### src/rtl/serial_mac_unit.sv
// Bit-serial multiply-accumulate: one activation bit per cycle from an external shift register.
// Define SERIAL_MAC_SIGNED_ACT_EN to treat the activation as two's complement (MSB subtracts).
module serial_mac_unit #(
  parameter int Pa   = 8,
  parameter int Pw   = 8,
  parameter int Pacc = 24
) (
  input  logic            clk,
  input  logic            rst_n,
  input  logic            start,
  input  logic            acc_clr,
  input  logic [Pw-1:0]   weight,
  input  logic            ser_in,
  output logic            sr_w_en,
  output logic            sr_s_en,
  output logic            busy,
  output logic            done,
  output logic [Pacc-1:0] acc_out
);

  localparam int CW = (Pa > 1) ? $clog2(Pa) : 1;

  typedef enum logic [1:0] {IDLE, LOAD, SHIFT, DONE} state_e;

  state_e          state_q;
  logic [CW-1:0]   cnt_q;
  logic [Pw-1:0]   wgt_q;
  logic [Pacc-1:0] psum_q;
  logic [Pacc-1:0] acc_q;
  logic            sr_w_en_q;
  logic            sr_s_en_q;
  logic            busy_q;
  logic            done_q;

  logic [Pacc-1:0] wgt_ext;
  logic [Pacc-1:0] term;
  logic [Pacc-1:0] psum_d;
  logic            last_bit;

  assign wgt_ext  = {{(Pacc-Pw){wgt_q[Pw-1]}}, wgt_q};
  assign term     = wgt_ext << cnt_q;
  assign last_bit = (cnt_q == CW'(Pa-1));

  always_comb begin
    psum_d = psum_q;
    if (ser_in) begin
`ifdef SERIAL_MAC_SIGNED_ACT_EN
      if (last_bit) psum_d = psum_q - term;
      else          psum_d = psum_q + term;
`else
      psum_d = psum_q + term;
`endif
    end
  end

  always_ff @(posedge clk or negedge rst_n) begin
    if (!rst_n) begin
      state_q   <= IDLE;
      cnt_q     <= '0;
      wgt_q     <= '0;
      psum_q    <= '0;
      acc_q     <= '0;
      sr_w_en_q <= 1'b0;
      sr_s_en_q <= 1'b0;
      busy_q    <= 1'b0;
      done_q    <= 1'b0;
    end else begin
      done_q <= 1'b0;
      case (state_q)
        IDLE: begin
          // Clearing here lets a same-cycle start accumulate onto zero.
          if (acc_clr) acc_q <= '0;
          if (start) begin
            state_q   <= LOAD;
            sr_w_en_q <= 1'b1;
            busy_q    <= 1'b1;
            psum_q    <= '0;
            cnt_q     <= '0;
          end
        end
        LOAD: begin
          wgt_q     <= weight;
          state_q   <= SHIFT;
          sr_w_en_q <= 1'b0;
          sr_s_en_q <= 1'b1;
        end
        SHIFT: begin
          psum_q <= psum_d;
          cnt_q  <= cnt_q + 1'b1;
          if (last_bit) begin
            state_q   <= DONE;
            sr_s_en_q <= 1'b0;
            acc_q     <= acc_q + psum_d;
            done_q    <= 1'b1;
          end
        end
        DONE: begin
          state_q <= IDLE;
          busy_q  <= 1'b0;
        end
        default: state_q <= IDLE;
      endcase
    end
  end

  assign sr_w_en = sr_w_en_q;
  assign sr_s_en = sr_s_en_q;
  assign busy    = busy_q;
  assign done    = done_q;
  assign acc_out = acc_q;

endmodule

### config.mk
export PLATFORM = sky130hd
export DESIGN_NAME = serial_mac_unit
export DESIGN_NICKNAME = d
export VERILOG_FILES = /design/src/rtl/serial_mac_unit.sv
export SDC_FILE = /design/constraint.sdc
export NUM_CORES = 1
export LEC_CHECK = 0
export BUFFER_PORTS_ARGS = -buffer_cell sky130_fd_sc_hd__buf_2
export CELL_PAD_IN_SITES_DETAIL_PLACEMENT = 2
export CELL_PAD_IN_SITES_GLOBAL_PLACEMENT = 2
export CORE_UTILIZATION = 35
export DETAILED_ROUTE_END_ITERATION = 10
export GPL_ROUTABILITY_DRIVEN = 0
export GPL_TIMING_DRIVEN = 0
export PLACE_DENSITY = 0.89
export SYNTH_ARGS = -nofsm -noshare
export SYNTH_HDL_FRONTEND = slang
export SYNTH_SLANG_ARGS = --single-unit
### constraint.sdc
create_clock -name clk -period 4.65 [get_ports clk]
set_clock_uncertainty 0.2 [all_clocks]
set_input_delay 0.93 -clock clk [delete_from_list [all_inputs] [get_ports clk]]
set_output_delay 0.93 -clock clk [all_outputs]
set_load 0.05 [all_outputs]
==> results of run 1 <==
==> cell type report <==
class | instances | area (sq um) | area share (%)
plain buffers | 22 | 178 | 2.44
clock buffers | 9 | 225 | 3.10
clock inverters | 7 | 71.3 | 0.980
inverters | 21 | 78.8 | 1.08
multi-input cells | 472 | 4130 | 56.7
flip-flops and latches | 65 | 1630 | 22.4
well taps | 184 | 230 | 3.16
repair buffers | 104 | 733 | 10.1
==> kinds of logic (layout without fill, tap and decap cells) <==
group           count (synthesis)  count (layout)  synth area share [%]
compound gates                191             191                  24.7
buf+inv                        46             163                  3.90
xor+xnor                       37              37                  6.05
mux                            39              39                  8.05
flops                          65              65                  30.3
fa+ha+maj                      56              56                  13.4
simple gates                  149             149                  13.6
==> placed cells by master, fill, tap and decap left out, types with 11 or more instances in the layout <==
cell type and n:
xnor2_1 12, dfrtp_1 62, mux2_2 24, o21ai_1 21
o21ai_2 14, a21o_1 21, ha_1 37, o21ai_0 19
buf_4 59, inv_1 19, a22o_1 26, a21oi_2 12
a21oi_1 26, buf_2 39, nand2_1 57, xor2_1 13
nor2_1 22, clkbuf_16 11
==> state kept, by name, summed over array words and instances (netlist names) <==
signal / cells
acc_out: 24
psum_q: 24
wgt_q: 8
cnt_q: 3
state_q: 2
busy: 1
done: 1
sr_s_en: 1
sr_w_en: 1
==> path summary, 6_finish.rpt <==
check	startpoint	to
max reg2reg	cnt_q[0]	acc_out[23]
max in group asynchronous	rst_n	wgt_q[7]
min reg2reg	acc_out[13]	acc_out[13]
max	cnt_q[0]	acc_out[23]
min in group asynchronous	rst_n	acc_out[9]
min	acc_out[13]	acc_out[13]
==> worst max-delay path: stages (launching register included) <==
cell	delay (ps)
dfrtp_2	460
buf_12	140
buf_12	130
mux2i_1	190
or3_4	380
fa_2	390
nor2b_4	130
o21ai_2	70
a21boi_2	180
o21a_2	220
o211ai_4	110
o21ai_4	250
buf_6	150
a31oi_4	120
xnor2_2	190
mux2_4	320
ha_4	290
nand4_1	190
nor2_1	270
o21ai_1	150
o211ai_1	240
a31oi_4	160
o21ai_2	230
xor2_2	300
nand3b_1	150
o211ai_1	180
==> per-layer routing <==
metal / vias up / wire, um / global-route usage (%)
met1: 3113 / 12200 / 41.3
met3: 125 / 2120 / 5.86
met4: 0 / 1720 / 11.5
li1: 2354 / - / -
met2: 325 / 14700 / 59.4
met5: - / 0 / 0
==> stage by stage <==
stage / setup WS [ps] / instances / TNS, ps / utilization (%)
floorplan: -246 / 583 / -466 / -
global placement: -753 / 806 / -4730 / 39.7
detailed placement: -1020 / 806 / -7720 / 39.7
CTS: -486 / 855 / -2960 / 45.9
global route: -1270 / 884 / -12980 / 49.3
finish: -1250 / 884 / -11900 / 49.3
==> repair_timing <==
| action | in CTS | in global routing |
|---|---|---|
| setup buffers | 35 | 31 |
| setup endpoints to repair | 16 | 17 |
| resized for setup | 80 | 64 |
| pin swaps | 47 | 55 |
==> summary.txt, run 1 <==
Status
  – Status: finished with violations
  – Violated checks: negative setup slack

Clocking
  – Number of clock sinks: 65
  – Clk_lat worst skew: 370 ps
  – Cts hold-fix bufs: 0
  – Reg clk slew, reported paths: 70 ps
  – TritonCTS Buffers: 9
  – CTS Root Buffer Type: clkbuf_16
  – CTS Buffer Depth: 2
  – CTS tree: done
  – Htree depth: 3

Yosys
  – Post-synth design cell area: 5360 sq um
  – Yosys top cell by area: dfrtp_1
  – Syn_area_per_cell: 9.19 sq um
  – Syn Inst Count: 583
  – YS warnings: 0
  – Post-synthesis sequential element count: 65
  – Yosys cell types: 71
  – Post-synth top cells: 65 x dfrtp_1, 58 x nand2_1, 54 x ha_1
  – Cell with the most instances after synthesis: dfrtp_1
  – Synth async-reset ratio: 100%
  – Post-synth top flop: dfrtp_1
  – EDFF count, synth: 0
  – Syn Nets: 652
  – Seq/Total Area, Yosys: 30.3%
  – Largest cells by area after synthesis: dfrtp_1 30%, ha_1 13%, mux2_2 6.1%
  – Top cell type's share of synthesized area: 30.3%

Final layout
  – Share of layout cells above drive strength 1: 39.1%
  – Fin area: 7270 sq um
  – Final #Nets: 764
  – Area delta synth->final: 35.7%
  – Fillers: 1486
  – N_diodes: 0

Worst setup path
  – R2R cell count: 25
  – Type of destination of the critical path: flip-flop
  – Critical path class: flip-flop to flip-flop
  – CP Launch Type: flip-flop
  – CP required: 4700 ps
  – Crit path arrival time: 5960 ps
  – Crit-path max FO: 7
  – Flop2flop setup slack: -1250 ps

STA
  – Final Max Tran Viols: 0
  – Final setup fails: 17
  – Worst Tran Pin Value: 992 ps
  – Final setup margin: -1250 ps
  – Max Clk Rate: 169 MHz
  – Fin crit period: 5900 ps
  – RSZ-0062 raised after global routing: yes
  – Final hold vios: 0
  – Headroom to the max-slew limit: 32.0%
  – Final Cycle Share: 127%
  – Worst hold slack: 343 ps

Floorplan
  – Initial Utilization: 36.3%
  – Die Wd: 126 um
  – I/O Pins: 41
  – Die H: roughly 130 um
  – Die Footprint: 15800 sq um
  – Core area: 14800 sq um
  – Std cell rows: 44

Routing
  – Drt first pass iters: 5
  – Via-per-instance ratio: 6.69
  – Drt drc: 0
  – Final ANT Viol Nets: 0
  – Routed len/inst: 34.8 um
  – Iteration-0 DRC Markers: 534
  – Routed WL: 30800 um
  – Via count: 5917

Min path
  – Tightest Hold Check Type: flip-flop to flip-flop
  – Hold Path Cell Cnt: 2

Global route
  – Total congestion overflow: 0
  – Number of global-route vias before repair: between 6000 and 7000
  – GRT Total Usage: 33.6%
  – First-pass GRT wire length: 39900 um
  – Largest net degree at the start of global routing: 66
  – Initial antenna violation count: 0

Place
  – IO buf count: 39
  – Post-DP HPWL: between 10000 and 15000 um
  – Post-placement cell area: between 5000 and 6000 sq um

Run
  – Max-Cap Viols: 0
Power of run 1 is left out: the tool's default activity adds up to more than one toggle a clock period on the data nets, which glitch-free logic cannot reach.
==> run 2, diff against run 1 <==
--- a/config.mk
+++ b/config.mk
@@ -12,7 +12,7 @@
 export DETAILED_ROUTE_END_ITERATION = 10
 export GPL_ROUTABILITY_DRIVEN = 0
 export GPL_TIMING_DRIVEN = 0
-export PLACE_DENSITY = 0.89
+export PLACE_DENSITY = 0.73
 export SYNTH_ARGS = -nofsm -noshare
 export SYNTH_HDL_FRONTEND = slang
 export SYNTH_SLANG_ARGS = --single-unit
==> summary.txt, run 2 (synthesis gave the netlist of run 1 again) <==
Status
  – Status: finished with violations
  – Violated checks: negative setup slack

Clocking
  – Clk_lat worst skew: 360 ps
  – Reg clk slew, reported paths: 60 ps
  – TritonCTS Buffers: 9
  – CTS Root Buffer Type: clkbuf_16
  – Cts hold-fix bufs: 0
  – CTS tree: done
  – Number of clock sinks: 65
  – CTS Buffer Depth: 2
  – Htree depth: 3

Floorplan
  – Core area: 14800 sq um
  – Std cell rows: 44
  – I/O Pins: 41
  – Die H: 126 um
  – Die Wd: 126 um
  – Die Footprint: around 16000 sq um
  – Initial Utilization: 36.3%

Min path
  – Tightest Hold Check Type: flip-flop to flip-flop
  – Hold Crit Start: busy
  – Worst min-delay path endpoint: busy
  – Hold Path Cell Cnt: 2

Power
  – Pwr/cell area: 901 nW/um^2
  – Total power: around 0.0061 W
  – Peak supply drop: around 0.00025 V
  – Static Leak: about 3.2 nW

Worst setup path
  – R2R cell count: 25
  – Slowest stage delay, CP: 430 ps
  – Slowest-stage cell, CP: fa_2
  – Type of destination of the critical path: flip-flop
  – Flop2flop setup slack: -530 ps
  – CP required: 4670 ps
  – Critical path class: flip-flop to flip-flop
  – WP buf/inv: 2
  – Critical R2R Capture: acc_out[23]
  – RR Startpoint: cnt_q[0]
  – Crit path arrival time: 5200 ps
  – Crit-path max FO: 4
  – CP Launch Type: flip-flop
  – Stages on worst setup path: 25
  – Largest delay contributor family on the critical path: compound AO/OA/AOI/OAI gates

Run
  – Max-Cap Viols: 0

Final layout
  – Commonest non-fill, non-tap cell in the layout: dfrtp_1
  – Most frequent cells in the layout: 63 x dfrtp_1, 58 x nand2_1, 40 x buf_4
  – Area delta synth->final: 27.1%
  – Fin area: 6810 sq um
  – Fillers: roughly 1600
  – Final #Nets: 738
  – N_diodes: 0
  – Share of layout cells above drive strength 1: roughly a third

STA
  – Final Cycle Share: 111%
  – Worst Tran Pin Value: 886 ps
  – Fin crit period: 5180 ps
  – Final Max Tran Viols: 0
  – Max Clk Rate: 193 MHz
  – Final setup fails: 9
  – Final hold vios: 0
  – Headroom to the max-slew limit: 40.9%
  – RSZ-0062 raised after global routing: yes
  – Final setup margin: -531 ps
  – Worst hold slack: 305 ps

Global route
  – Number of global-route vias before repair: ~5300
  – Initial antenna violation count: 0
  – GR Layer Usage met1: between 30% and 40%
  – Total congestion overflow: 0
  – Most Crowded Layer GR: met2
  – Grt met2 use: 40.4%
  – GRT Total Usage: 23.7%
  – Largest net degree at the start of global routing: between 60 and 70
  – First-pass GRT wire length: 29200 um
  – Grt met3 use: 2.68%

Place
  – Dpl ws: -873 ps
  – Post-DP HPWL: 12700 um
  – IO buf count: 39
  – Post-placement cell area: 5860 sq um

Routing
  – Routed len/inst: 22.0 um
  – Iteration-0 DRC Markers: about 160
  – Drt first pass iters: 4
  – Final ANT Viol Nets: 0
  – Via count: 4903
  – Via-per-instance ratio: 5.71
  – Drt drc: 0
  – Routed WL: 18900 um
[run 2: worst max-delay path by stage]
stage	slack, ps	end	startpoint
2_1_floorplan	-250	acc_out[21]	cnt_q[0]
3_3_place_gp	-820	acc_out[23]	cnt_q[2]
3_5_place_dp	-870	acc_out[21]	cnt_q[2]
4_1_cts	-410	acc_out[21]	cnt_q[0]
5_1_grt	-760	acc_out[23]	cnt_q[0]
6_report	-530	acc_out[23]	cnt_q[0]
[run 2: cell type report]
| type | count | area, sq um | share of cell area (%) |
|---|---|---|---|
| Multi-Input combinational cell | 472 | 3940 | 57.9 |
| Clock inverter | 6 | 42.5 | 0.624 |
| Clock buffer | 10 | 239 | 3.51 |
| Timing Repair Buffer | 78 | 494 | 7.25 |
| Tap cell | 184 | 230 | 3.38 |
| Sequential cell | 65 | 1630 | 23.9 |
| Buffer | 22 | 156 | 2.30 |
| Inverter | 21 | 78.8 | 1.16 |
[run 2: metrics by stage]
step | util, % | std cells | setup TNS (ps)
floorplan | - | 583 | -466
global route | 46.2 | 858 | -5130
CTS | 44.5 | 844 | -1870
finish | 46.2 | 858 | -2940
global placement | 39.7 | 806 | -5480
detailed placement | 39.7 | 806 | -6740
[run 2: tightest hold or removal path, delay by kind of cell, from the launching register on]
family,cells,cell delay (ps)
AO/OA/AOI/OAI,1,60
AND/OR/NAND/NOR,1,50
flip-flops,1,360
[run 2: per-layer routing]
metal  part of all wire, %  routed length [um]
met5                     0                   0
met4                   2.0                 370
met3                   2.2                 411
met2                    49                9190
met1                    47                8880
[run 2: what timing repair did]
action,in CTS,in global routing
gates resized for setup,49,37
setup buffers,24,16
pin swaps,37,46
endpoints found under the setup margin,14,14
[run 2: report_power, final]
part	internal, W	switching [W]	leakage (nW)	total (W)
clock network	0.000376	0.000297	0.135	0.000673
registers	0.000722	0.000175	0.854	0.000897
logic	0.00202	0.00255	2.21	0.00457
total	0.00312	0.00302	3.20	0.00614
Power figures use the tool's default switching activity.
==> run 3, diff against run 2 <==
--- a/config.mk
+++ b/config.mk
@@ -5,10 +5,11 @@
 export SDC_FILE = /design/constraint.sdc
 export NUM_CORES = 1
 export LEC_CHECK = 0
+export ABC_AREA = 1
 export BUFFER_PORTS_ARGS = -buffer_cell sky130_fd_sc_hd__buf_2
 export CELL_PAD_IN_SITES_DETAIL_PLACEMENT = 2
 export CELL_PAD_IN_SITES_GLOBAL_PLACEMENT = 2
-export CORE_UTILIZATION = 35
+export CORE_UTILIZATION = 31
 export DETAILED_ROUTE_END_ITERATION = 10
 export GPL_ROUTABILITY_DRIVEN = 0
 export GPL_TIMING_DRIVEN = 0
==> summary.txt, run 3 <==
Clocking
  – TritonCTS Buffers: 9
  – CTS tree: done
  – Reg clk slew, reported paths: 60 ps
  – Number of clock sinks: 65
  – Htree depth: 3
  – Clk_lat worst skew: 350 ps
  – CTS Root Buffer Type: clkbuf_16
  – Cts hold-fix bufs: 0
  – CTS Buffer Depth: 2

Routing
  – Routed WL: 24800 um
  – Via-per-instance ratio: approximately 5.3
  – Via count: 6226
  – Final ANT Viol Nets: 0
  – Iteration-0 DRC Markers: 160
  – Drt first pass iters: 4
  – Drt drc: 0
  – Routed len/inst: about 21 um

Worst setup path
  – Critical Path Most Common Cell: o21ai_1
  – RR Startpoint: cnt_q[0]
  – Flop2flop setup slack: ~160 ps
  – R2R cell count: 24
  – Crit-path max FO: 6
  – Crit-path cells: buf_4 > o21ai_2 > nand2_1 > o21ai_1 > mux2i_1 > ha_1 > a21oi_2 > buf_4 > o21ai_1 > a21oi_2 > o21ai_4 > inv_2 > or2_1 > nand3_2 > and2_4 > ha_4 > nand3_2 > nor3_4 > nand4_1 > nand3_4 > a21o_1 > a21oi_1 > o21ai_1 > nand2_1
  – Crit path to: acc_out[21]
  – Crit path arrival time: 4530 ps
  – Origin of the worst setup path: cnt_q[0]
  – Type of destination of the critical path: flip-flop
  – CP required: ~4700 ps
  – CP Launch Type: flip-flop
  – Slowest stage delay, CP: around 460 ps
  – Critical R2R Capture: acc_out[21]
  – Slowest-stage cell, CP: dfrtp_2
  – Critical path class: flip-flop to flip-flop

Global route
  – Total congestion overflow: 0
  – Largest net degree at the start of global routing: 35
  – First-pass GRT wire length: 37000 um
  – Initial antenna violation count: 0
  – GRT Total Usage: 25.0%
  – Number of global-route vias before repair: 6828

Yosys
  – Largest cells by area after synthesis: dfrtp_1 28%, nand2_1 16%, ha_1 12%
  – Post-synth design cell area: about 5800 sq um
  – YS warnings: 0
  – Seq/Total Area, Yosys: 28.0%
  – Syn Inst Count: 859
  – Post-synth top flop: dfrtp_1
  – Syn Nets: just over 900
  – Synth async-reset ratio: 100%
  – Yosys cell types: 43
  – Top cell type's share of synthesized area: 28.0%
  – EDFF count, synth: 0
  – Cell with the most instances after synthesis: nand2_1
  – Yosys top cell by area: dfrtp_1
  – Post-synth top cells: 250 x nand2_1, 103 x inv_1, 85 x o21ai_0
  – Syn_area_per_cell: 6.76 sq um
  – Post-synthesis sequential element count: 65

Place
  – Post-DP HPWL: 18700 um
  – IO buf count: 39

Floorplan
  – Core area: 18100 sq um
  – Die Footprint: 19300 sq um
  – Initial Utilization: 32.0%
  – Std cell rows: 49
  – Die Wd: 139 um
  – Die H: 139 um
  – I/O Pins: 41

Final layout
  – N_diodes: 0
  – Final core utilization: a little over 40%
  – Share of layout cells above drive strength 1: 24.1%
  – Final #Nets: between 1000 and 1500
  – Commonest non-fill, non-tap cell in the layout: nand2_1
  – Most frequent cells in the layout: 233 x nand2_1, 99 x inv_1, 62 x dfrtp_1
  – Area delta synth->final: 27.4%

Status
  – Status: finished clean

STA
  – Headroom to the max-slew limit: 51.1%
  – Final Cycle Share: 96.6%
  – Max Clk Rate: 223 MHz
  – Fin crit period: around 4500 ps
  – Final setup fails: 0
  – Final hold vios: 0
  – Worst hold slack: 314 ps
  – Final Max Tran Viols: 0
  – RSZ-0062 raised after global routing: yes
  – Worst Tran Pin Value: between 700 and 800 ps

Run
  – Max-Cap Viols: 0

Min path
  – Tightest Hold Check Type: flip-flop to flip-flop
==> run 3: cell count changes after synthesis, moves of 14 or more <==
cell	before	now
nand3_1	8	44
a21o_1	22	8
o21ai_0	39	85
nor2_1	26	50
mux2_2	29	1
xnor2_1	18	4
a22o_1	26	2
nand2_1	58	250
a21oi_1	38	60
inv_1	20	103
==> run 3: what timing repair did <==
item                                    4_1_cts  5_1_grt
setup buffers                                 7       17
resized for setup                            57      114
cloned                                        0        1
pin swaps                                    10       46
endpoints found under the setup margin       17       14
==> run 3: area by class of cell <==
cell class | count | area (sq um)
fill | 2131 | 10800
tap | 229 | 287
timing repair buffer | 65 | 423
multi-input combinational | 670 | 4260
clock buffer | 12 | 256
clock inverter | 3 | 40.0
inverter | 105 | 397
sequential | 65 | 1630
buffer | 18 | 96.3
==> run 3: logic make-up (layout without fill, tap and decap cells) <==
kind of cell	Yosys count	count (layout)	share of synthesized area, %
AND/OR/NAND/NOR	394	394	28.8
AO/OA/AOI/OAI	198	198	19.2
buffers and inverters	124	203	8.19
flip-flops	65	65	28.0
adder cells (fa/ha/maj)	56	56	12.3
XOR/XNOR	18	18	2.72
multiplexers	4	4	0.711
==> run 3: layer usage <==
| layer | wire length (um) | track usage, % | part of all wire [%] |
|---|---|---|---|
| met5 | 0 | 0 | 0 |
| met4 | 796 | 10.0 | 3.2 |
| met3 | 519 | 2.80 | 2.1 |
| met2 | 12800 | 44.4 | 52 |
| met1 | 10700 | 30.8 | 43 |
==> run 3: critical path: cells and delay by family (launching register included) <==
kind,cells,cell delay (ps)
buffers and inverters,3,390
and+or+nand+nor,9,1190
DFF,1,460
AOI/OAI and AO/OA,9,1280
muxes,1,130
adders and majority gates,2,700
==> run 3: worst min path at each step <==
stage	slack [ps]	cells past startpoint	start	end
final	310	2	sr_s_en	sr_s_en
after detailed placement	290	2	sr_w_en	sr_w_en
after global placement	290	2	sr_s_en	sr_s_en
after global routing	360	1	rst_n	acc_out[7]
after CTS	310	2	sr_w_en	sr_w_en
after floorplan	270	2	psum_q[16]	psum_q[16]
==> run 3: per-stage QoR <==
stage | cells | TNS [ps] | area (sq um) | worst slack (ps)
finish | 1167 | 0 | 7390 | 157
global route | 1167 | -352 | 7390 | -104
CTS | 1149 | -0.157 | 6800 | -0.157
detailed placement | 1128 | -7440 | 6310 | -769
global placement | 1127 | -5160 | 6290 | -629
floorplan | 859 | 0 | 5800 | 668
Power of run 3 is left out for the same reason.
